**src/rtl/vga_hvsync_gen.sv**
```systemverilog
// VGA 640x480@60 timing generator: pixel/line counters plus registered sync and display-enable flags.
// Optional HVSYNC_FRAME_PULSE_EN macro adds a one-clock frame_start pulse at (0,0).
`timescale 1ns/1ps
module vga_hvsync_gen #(
   parameter int H_VISIBLE = 640,
   parameter int H_FRONT   = 16,
   parameter int H_SYNC    = 96,
   parameter int H_BACK    = 48,
   parameter int V_VISIBLE = 480,
   parameter int V_FRONT   = 10,
   parameter int V_SYNC    = 2,
   parameter int V_BACK    = 33
) (
   input  logic       clk,
   input  logic       reset,
   output logic       vga_h_sync,
   output logic       vga_v_sync,
   output logic       inDisplayArea,
   output logic [9:0] CounterX,
   output logic [9:0] CounterY
`ifdef HVSYNC_FRAME_PULSE_EN
   ,
   output logic       frame_start
`endif
);

   localparam int H_TOTAL = H_VISIBLE + H_FRONT + H_SYNC + H_BACK;
   localparam int V_TOTAL = V_VISIBLE + V_FRONT + V_SYNC + V_BACK;

   // Boundaries are 11 bits so a sync window ending exactly at 1024 still compares correctly.
   localparam logic [9:0]  H_LAST       = 10'(H_TOTAL - 1);
   localparam logic [9:0]  V_LAST       = 10'(V_TOTAL - 1);
   localparam logic [10:0] H_VIS_END    = 11'(H_VISIBLE);
   localparam logic [10:0] H_SYNC_START = 11'(H_VISIBLE + H_FRONT);
   localparam logic [10:0] H_SYNC_END   = 11'(H_VISIBLE + H_FRONT + H_SYNC);
   localparam logic [10:0] V_VIS_END    = 11'(V_VISIBLE);
   localparam logic [10:0] V_SYNC_START = 11'(V_VISIBLE + V_FRONT);
   localparam logic [10:0] V_SYNC_END   = 11'(V_VISIBLE + V_FRONT + V_SYNC);

   generate
      if (H_TOTAL > 1024 || V_TOTAL > 1024 || H_TOTAL < 1 || V_TOTAL < 1) begin : g_bad_totals
         $error("vga_hvsync_gen: line/frame totals must lie in 1..1024");
      end
   endgenerate

   logic [9:0] x_q, x_d;
   logic [9:0] y_q, y_d;
   logic       hs_q, hs_d;
   logic       vs_q, vs_d;
   logic       de_q, de_d;
   logic       x_wrap;
   logic [10:0] x_ext, y_ext;

   // Flags are derived from the next counter values so they line up with the registered counters.
   always_comb begin
      x_wrap = (x_q >= H_LAST);
      x_d    = x_wrap ? 10'd0 : x_q + 10'd1;
      y_d    = y_q;
      if (x_wrap) begin
         y_d = (y_q >= V_LAST) ? 10'd0 : y_q + 10'd1;
      end
      x_ext = {1'b0, x_d};
      y_ext = {1'b0, y_d};
      hs_d  = !((x_ext >= H_SYNC_START) && (x_ext < H_SYNC_END));
      vs_d  = !((y_ext >= V_SYNC_START) && (y_ext < V_SYNC_END));
      de_d  = (x_ext < H_VIS_END) && (y_ext < V_VIS_END);
   end

   always_ff @(posedge clk) begin
      if (!reset) begin
         x_q  <= 10'd0;
         y_q  <= 10'd0;
         hs_q <= 1'b1;
         vs_q <= 1'b1;
         de_q <= 1'b0;
      end else begin
         x_q  <= x_d;
         y_q  <= y_d;
         hs_q <= hs_d;
         vs_q <= vs_d;
         de_q <= de_d;
      end
   end

   assign CounterX      = x_q;
   assign CounterY      = y_q;
   assign vga_h_sync    = hs_q;
   assign vga_v_sync    = vs_q;
   assign inDisplayArea = de_q;

`ifdef HVSYNC_FRAME_PULSE_EN
   logic fs_q, fs_d;

   always_comb begin
      fs_d = (x_d == 10'd0) && (y_d == 10'd0);
   end

   // Reset forces 0 and the first counted edge moves to X=1, so no pulse right after release.
   always_ff @(posedge clk) begin
      if (!reset) begin
         fs_q <= 1'b0;
      end else begin
         fs_q <= fs_d;
      end
   end

   assign frame_start = fs_q;
`endif

endmodule

```
**config.mk**
```make
export PLATFORM = sky130hd
export DESIGN_NAME = vga_hvsync_gen
export DESIGN_NICKNAME = d
export VERILOG_FILES = /design/src/rtl/vga_hvsync_gen.sv
export SDC_FILE = /design/constraint.sdc
export NUM_CORES = 1
export LEC_CHECK = 0
export CAP_MARGIN = 20
export CORE_MARGIN = 1.5
export CORE_UTILIZATION = 45
export CTS_CLUSTER_SIZE = 40
export DETAILED_ROUTE_END_ITERATION = 7
export GPL_ROUTABILITY_DRIVEN = 0
export GPL_TIMING_DRIVEN = 0
export PLACE_DENSITY = 0.72
export SLEW_MARGIN = 10
export SYNTH_ARGS = -nofsm -noshare
export SYNTH_HDL_FRONTEND = slang
export SYNTH_SLANG_ARGS = --single-unit
```
**constraint.sdc**
```tcl
create_clock -name clk -period 4.9 [get_ports clk]
set_input_delay 0.49 -clock clk [delete_from_list [all_inputs] [get_ports clk]]
set_output_delay 0.49 -clock clk [all_outputs]
set_load 0.02 [all_outputs]
```
### Yosys cells after proc, flatten, opt, wreduce, memory -nomap -nowiden

Cells that the tools add are included.

| storage, ports and cells | value |
|---|---|
| register bits | 23 |
| bits of input ports | 2 |
| output and inout port bits | 23 |

| operators by class | value |
|---|---|
| add/subtract/negate cells | 2 |
| order comparisons | 8 |
| multiplexer cells | 3 |
| reductions and logical operators | 5 |

Operators with widths:

| operator | count |
|---|---|
| 10-bit greater-or-equal comparator (second input constant) | 3 |
| 10-bit two-way mux | 3 |
| 10-bit by 1-bit adder with 10-bit output (second input constant) | 2 |
| 10-bit < comparator (second input constant) | 2 |
| 10-bit by 9-bit < comparator with 1-bit output (second input constant) | 2 |
| 10-bit by 9-bit greater-or-equal comparator with 1-bit output (second input constant) | 1 |
| 1-bit logical AND | 3 |
| 1-bit logical NOT | 2 |

### Depth between registers and ports, before layout

| logic depth | value |
|---|---|
| word-level depth | 6 |
| depth in mapped cells | 8 |
| depth with buffers taken out | 7 |

### Worst setup path before layout

No wires, ideal clock.

| timing path | value |
|---|---|
| kind | reg-to-reg |
| from | register x_q[0], in the netlist CounterX[0] |
| to | register y_q[9], in the netlist CounterY[9] |
| data arrival time | 1853 ps |
| required time | 4841 ps |
| setup slack | 2988 ps |
| stages on the path, launching flop included | 9 |
| period minus slack after synthesis | 1912 ps |
| path through | dfxtp_1 ha_1 nand4_1 a21o_1 buf_2 nor3_1 a31oi_1 a21oi_1 and2_1 |

| between the ends | value |
|---|---|
| cells in the longest elaborated chain, start to end | 2 |

Ends and longest elaborated chain:

| what | line | text |
|---|---|---|
| start, declared | 46 | `logic [9:0] x_q, x_d;` |
| start signal, assigned | 71 | `x_q <= 10'd0;` |
| start signal, assigned | 77 | `x_q <= x_d;` |
| 10-bit greater-or-equal comparator | 56 | `x_wrap = (x_q >= H_LAST);` |
| 10-bit two-way mux | 59 | `if (x_wrap) begin` |
| end signal, assigned | 78 | `y_q <= y_d;` |
| end, declared | 47 | `logic [9:0] y_q, y_d;` |

Every way passes these cells.
A chain may end at the register's enable or synchronous reset.

### Final worst setup path

| timing path | value |
|---|---|
| from | register x_q[0], in the netlist CounterX[0] |
| to | register vs_q, in the netlist vga_v_sync |

| between the ends | value |
|---|---|
| cells in the longest elaborated chain, start to end | 5 |

Ends and longest elaborated chain:

| what | line | text |
|---|---|---|
| 10-bit greater-or-equal comparator * | 56 |  |
| 10-bit two-way mux * | 59 |  |
| 10-bit by 9-bit greater-or-equal comparator with 1-bit output or 10-bit by 9-bit < comparator with 1-bit output (tied branches) | 65 | `vs_d = !((y_ext >= V_SYNC_START) && (y_ext < V_SYNC_END));` |
| 1-bit logical AND * | 65 |  |
| 1-bit logical NOT * | 65 |  |
| end signal, assigned | 80 | `vs_q <= vs_d;` |
| end, declared | 49 | `logic vs_q, vs_d;` |

Mark *: on every way between the ends. The rest lies on a longest branch, timed or not.

==> results.tsv <==
stage	metric	value	unit
power	share of power burned in registers	0.646	
clock_tree	CTS tree	yes	
placed_design	# port buffers	24	
power	total power	297	µW
route	mean routed wirelength per cell	12.0	µm
worst_setup_path	crit path max fanout	7	
hold_path	worst hold path depth	1	
finish	most frequent cells in the layout	24 x clkdlybuf4s50_1, 23 x dfxtp_1, 15 x nor2_1	
synthesis	syn avg cell area	8.36	µm²
sta	Hold Vio Cnt, Final	0	
outcome	status	completed	
floorplanning	area of the core	2480	µm²
worst_setup_path	worst path arrival time	2270	ps
sta	setup_tns	0	ps
finish	Final Instance Count excl. Fillers	199	
sta	Worst Skew	2.06	ps
route	vias per inst	5.38	
clock_tree	clk slew on worst S/H paths	130	ps
grt	initial antenna violation count	0	
clock_tree	H-tree lvl count	1	
worst_setup_path	Setup crit end kind	flip-flop	
route	Post-DRT Antenna Nets	0	
placed_design	Placed Area	1460	µm²
synthesis	Post-synth EDFFs	0	
power	Psw	70.2	µW
power	Internal	227	µW
finish	most common cell after layout, fill and taps aside	clkdlybuf4s50_1	
synthesis	Cell Area, Synth	1180	µm²
synthesis	syn_nets	146	
synthesis	asr flop ratio synth	0	
sta	Worst slew margin	0.707	
worst_setup_path	Crit Reg-Reg Startpoint	CounterX[0]	
synthesis	number of warnings issued by yosys	0	
clock_tree	CTS Buf Count	3	
floorplanning	row cnt	18	
finish	area grow syn2layout	25.9	%
route	DR pass1 iterations	4	
route	DR DRC count	0	
power	peak supply drop	0.166	mV
power	Switching Fraction	0.236	
grt	first-pass GRT wire length	3.95	mm
floorplanning	Die Width	54.2	µm
finish	layout cell share with drive strength beyond 1	0.0769	
power	Pwr Density	200	nW/µm²
finish	post-route cell area	1480	µm²
sta	# setup viols final	0	
hold_path	hold endpoint	CounterX[0]	
synthesis	FF+latch count, synth	23	
sta	highest clock rate	483	MHz
grt	grt total ovfl	0	
placed_design	Placed Cells	195	
worst_setup_path	Worst Setup Start Kind	flip-flop	
route	via count	1071	
synthesis	Distinct cells, synth	39	
clock_tree	worst skew pair latency	320	ps
clock_tree	CTS resizes	0	
clock_tree	Post-CTS Setup Inserts	0	
floorplanning	Chip Height	54.2	µm
sta	Max Slew Vio Count	0	
power	Logic pwr share	0.052	
clock_tree	worst-case clock buffer depth	2	
finish	# nets final	175	
clock_tree	CTS sink cnt	23	
finish	Filler cells	231	
sta	RSZ-0062 raised after global routing	no	
hold_path	Hold/Removal Path Class	reg2reg	
synthesis	ys flop type	dfxtp_1	
grt	largest net degree at the start of global routing	14	
worst_setup_path	R2R setup slack	2830	ps
sta	Slew @ Worst Pin	439	ps
grt	global-route usage over all layers	0.185	
synthesis	Post-Synthesis Cells	141	
floorplanning	Starting Density	0.476	
floorplanning	Ports	25	
worst_setup_path	worst path required time	5100	ps
sta	fin crit share	0.422	
power	P_leak	0.000542	µW
sta	min Tclk post-route	2070	ps
power	clock share of power	0.302	
route	First DRT Iteration DRCs	16	
placed_design	hpwl dp	1.81	mm
finish	ANT cells	0	
floorplanning	die area	2930	µm²
hold_path	worst min-delay path startpoint	CounterX[0]	
clock_tree	hold buffers post-CTS	0	
route	Total Wirelength	2.39	mm
synthesis	Seq/Total Area, Yosys	0.391	
worst_setup_path	Reg2Reg Capture Point	vga_v_sync	
worst_setup_path	CP Class	reg2reg	
worst_setup_path	Worst Reg-to-Reg Cells	7	
run	number of max-cap violations	0	
grt	vias in the first global route	935	
sta	final hold slack	492	ps
clock_tree	root buffer cell	clkbuf_4	
-- cell usage after synthesis (2+ instances only) --
| master | n | share of area |
|---|---|---|
| a21oi_1 | 5 | 0.021 |
| a31oi_1 | 3 | 0.016 |
| and2_1 | 5 | 0.027 |
| and3_1 | 5 | 0.027 |
| and4_1 | 2 | 0.015 |
| buf_2 | 4 | 0.017 |
| dfxtp_1 | 23 | 0.39 |
| ha_1 | 3 | 0.032 |
| inv_1 | 4 | 0.013 |
| nand2_1 | 14 | 0.045 |
| nand2b_1 | 2 | 0.011 |
| nand3_1 | 5 | 0.021 |
| nand4_1 | 3 | 0.016 |
| nor2_1 | 15 | 0.048 |
| nor2b_1 | 4 | 0.021 |
| nor3_1 | 4 | 0.017 |
| o21ai_0 | 6 | 0.025 |
| o22ai_1 | 2 | 0.011 |
| xnor2_1 | 7 | 0.052 |
| xor2_1 | 6 | 0.045 |
-- metrics by stage --
stage,setup slack (ps),util
finish,2830,0.599
global placement,2880,0.588
CTS,2840,0.599
floorplan,2990,-
global route,2610,0.599
detailed placement,2840,0.588
-- registers in the layout, indices dropped and copies added (netlist names) --
register       cells
vga_h_sync         1
inDisplayArea      1
CounterY          10
CounterX          10
vga_v_sync         1
-- metal layers --
layer,share of wire,GRT usage,up-vias
met5,0,0,-
met1,0.50,0.253,497
met2,0.45,0.281,21
met3,0.031,0.0333,5
li1,-,-,548
met4,0.019,0.0792,0
-- worst max path at each step --
stage	to	start	slack, ps	depth (start not counted)
after floorplan	CounterY[9]	CounterX[0]	2990	8
after global placement	vga_v_sync	CounterX[0]	2880	7
after detailed placement	vga_v_sync	CounterX[0]	2840	7
after CTS	vga_v_sync	CounterX[0]	2840	7
after global routing	vga_v_sync	CounterX[0]	2610	7
final	vga_v_sync	CounterX[0]	2830	7
-- area by class of cell --
type | instances | area, µm² | area share
clock buffers | 3 | 22.5 | 0.0152
well taps | 30 | 37.5 | 0.0253
flip-flops and latches | 23 | 460 | 0.310
inverters | 4 | 15.0 | 0.0101
plain buffers | 6 | 32.5 | 0.0219
multi-input cells | 108 | 671 | 0.452
clock inverters | 1 | 5.00 | 0.00337
repair buffers | 24 | 240 | 0.162
-- power groups by stage --
| stage | sequential (µW) | clock (µW) | combinational (µW) |
|---|---|---|---|
| CTS | 192 | 95.1 | 15.6 |
| floorplan | 199 | 0 | 4.68 |
| finish | 192 | 89.9 | 15.3 |
| global placement | 196 | 0 | 15.4 |
| detailed placement | 196 | 0 | 15.6 |
| global route | 193 | 99.6 | 16.3 |
-- critical path: stages, from the launching register on --
cell and delay, ps:
dfxtp_1 410, ha_1 240, nand4_1 160, a21oi_1 410
nand4_1 200, xor2_1 200, nor3_2 230, nand4b_1 110
-- cell families after synthesis --
family	count (synthesis)	share of synthesized area
and+or+nand+nor	69	0.317
xor gates and xnor gates	13	0.0966
adders and majority gates	3	0.0319
buffers and inverters	10	0.0403
AOI/OAI and AO/OA	23	0.123
DFF	23	0.391
Note: power is estimated with default switching activity, not from simulation.
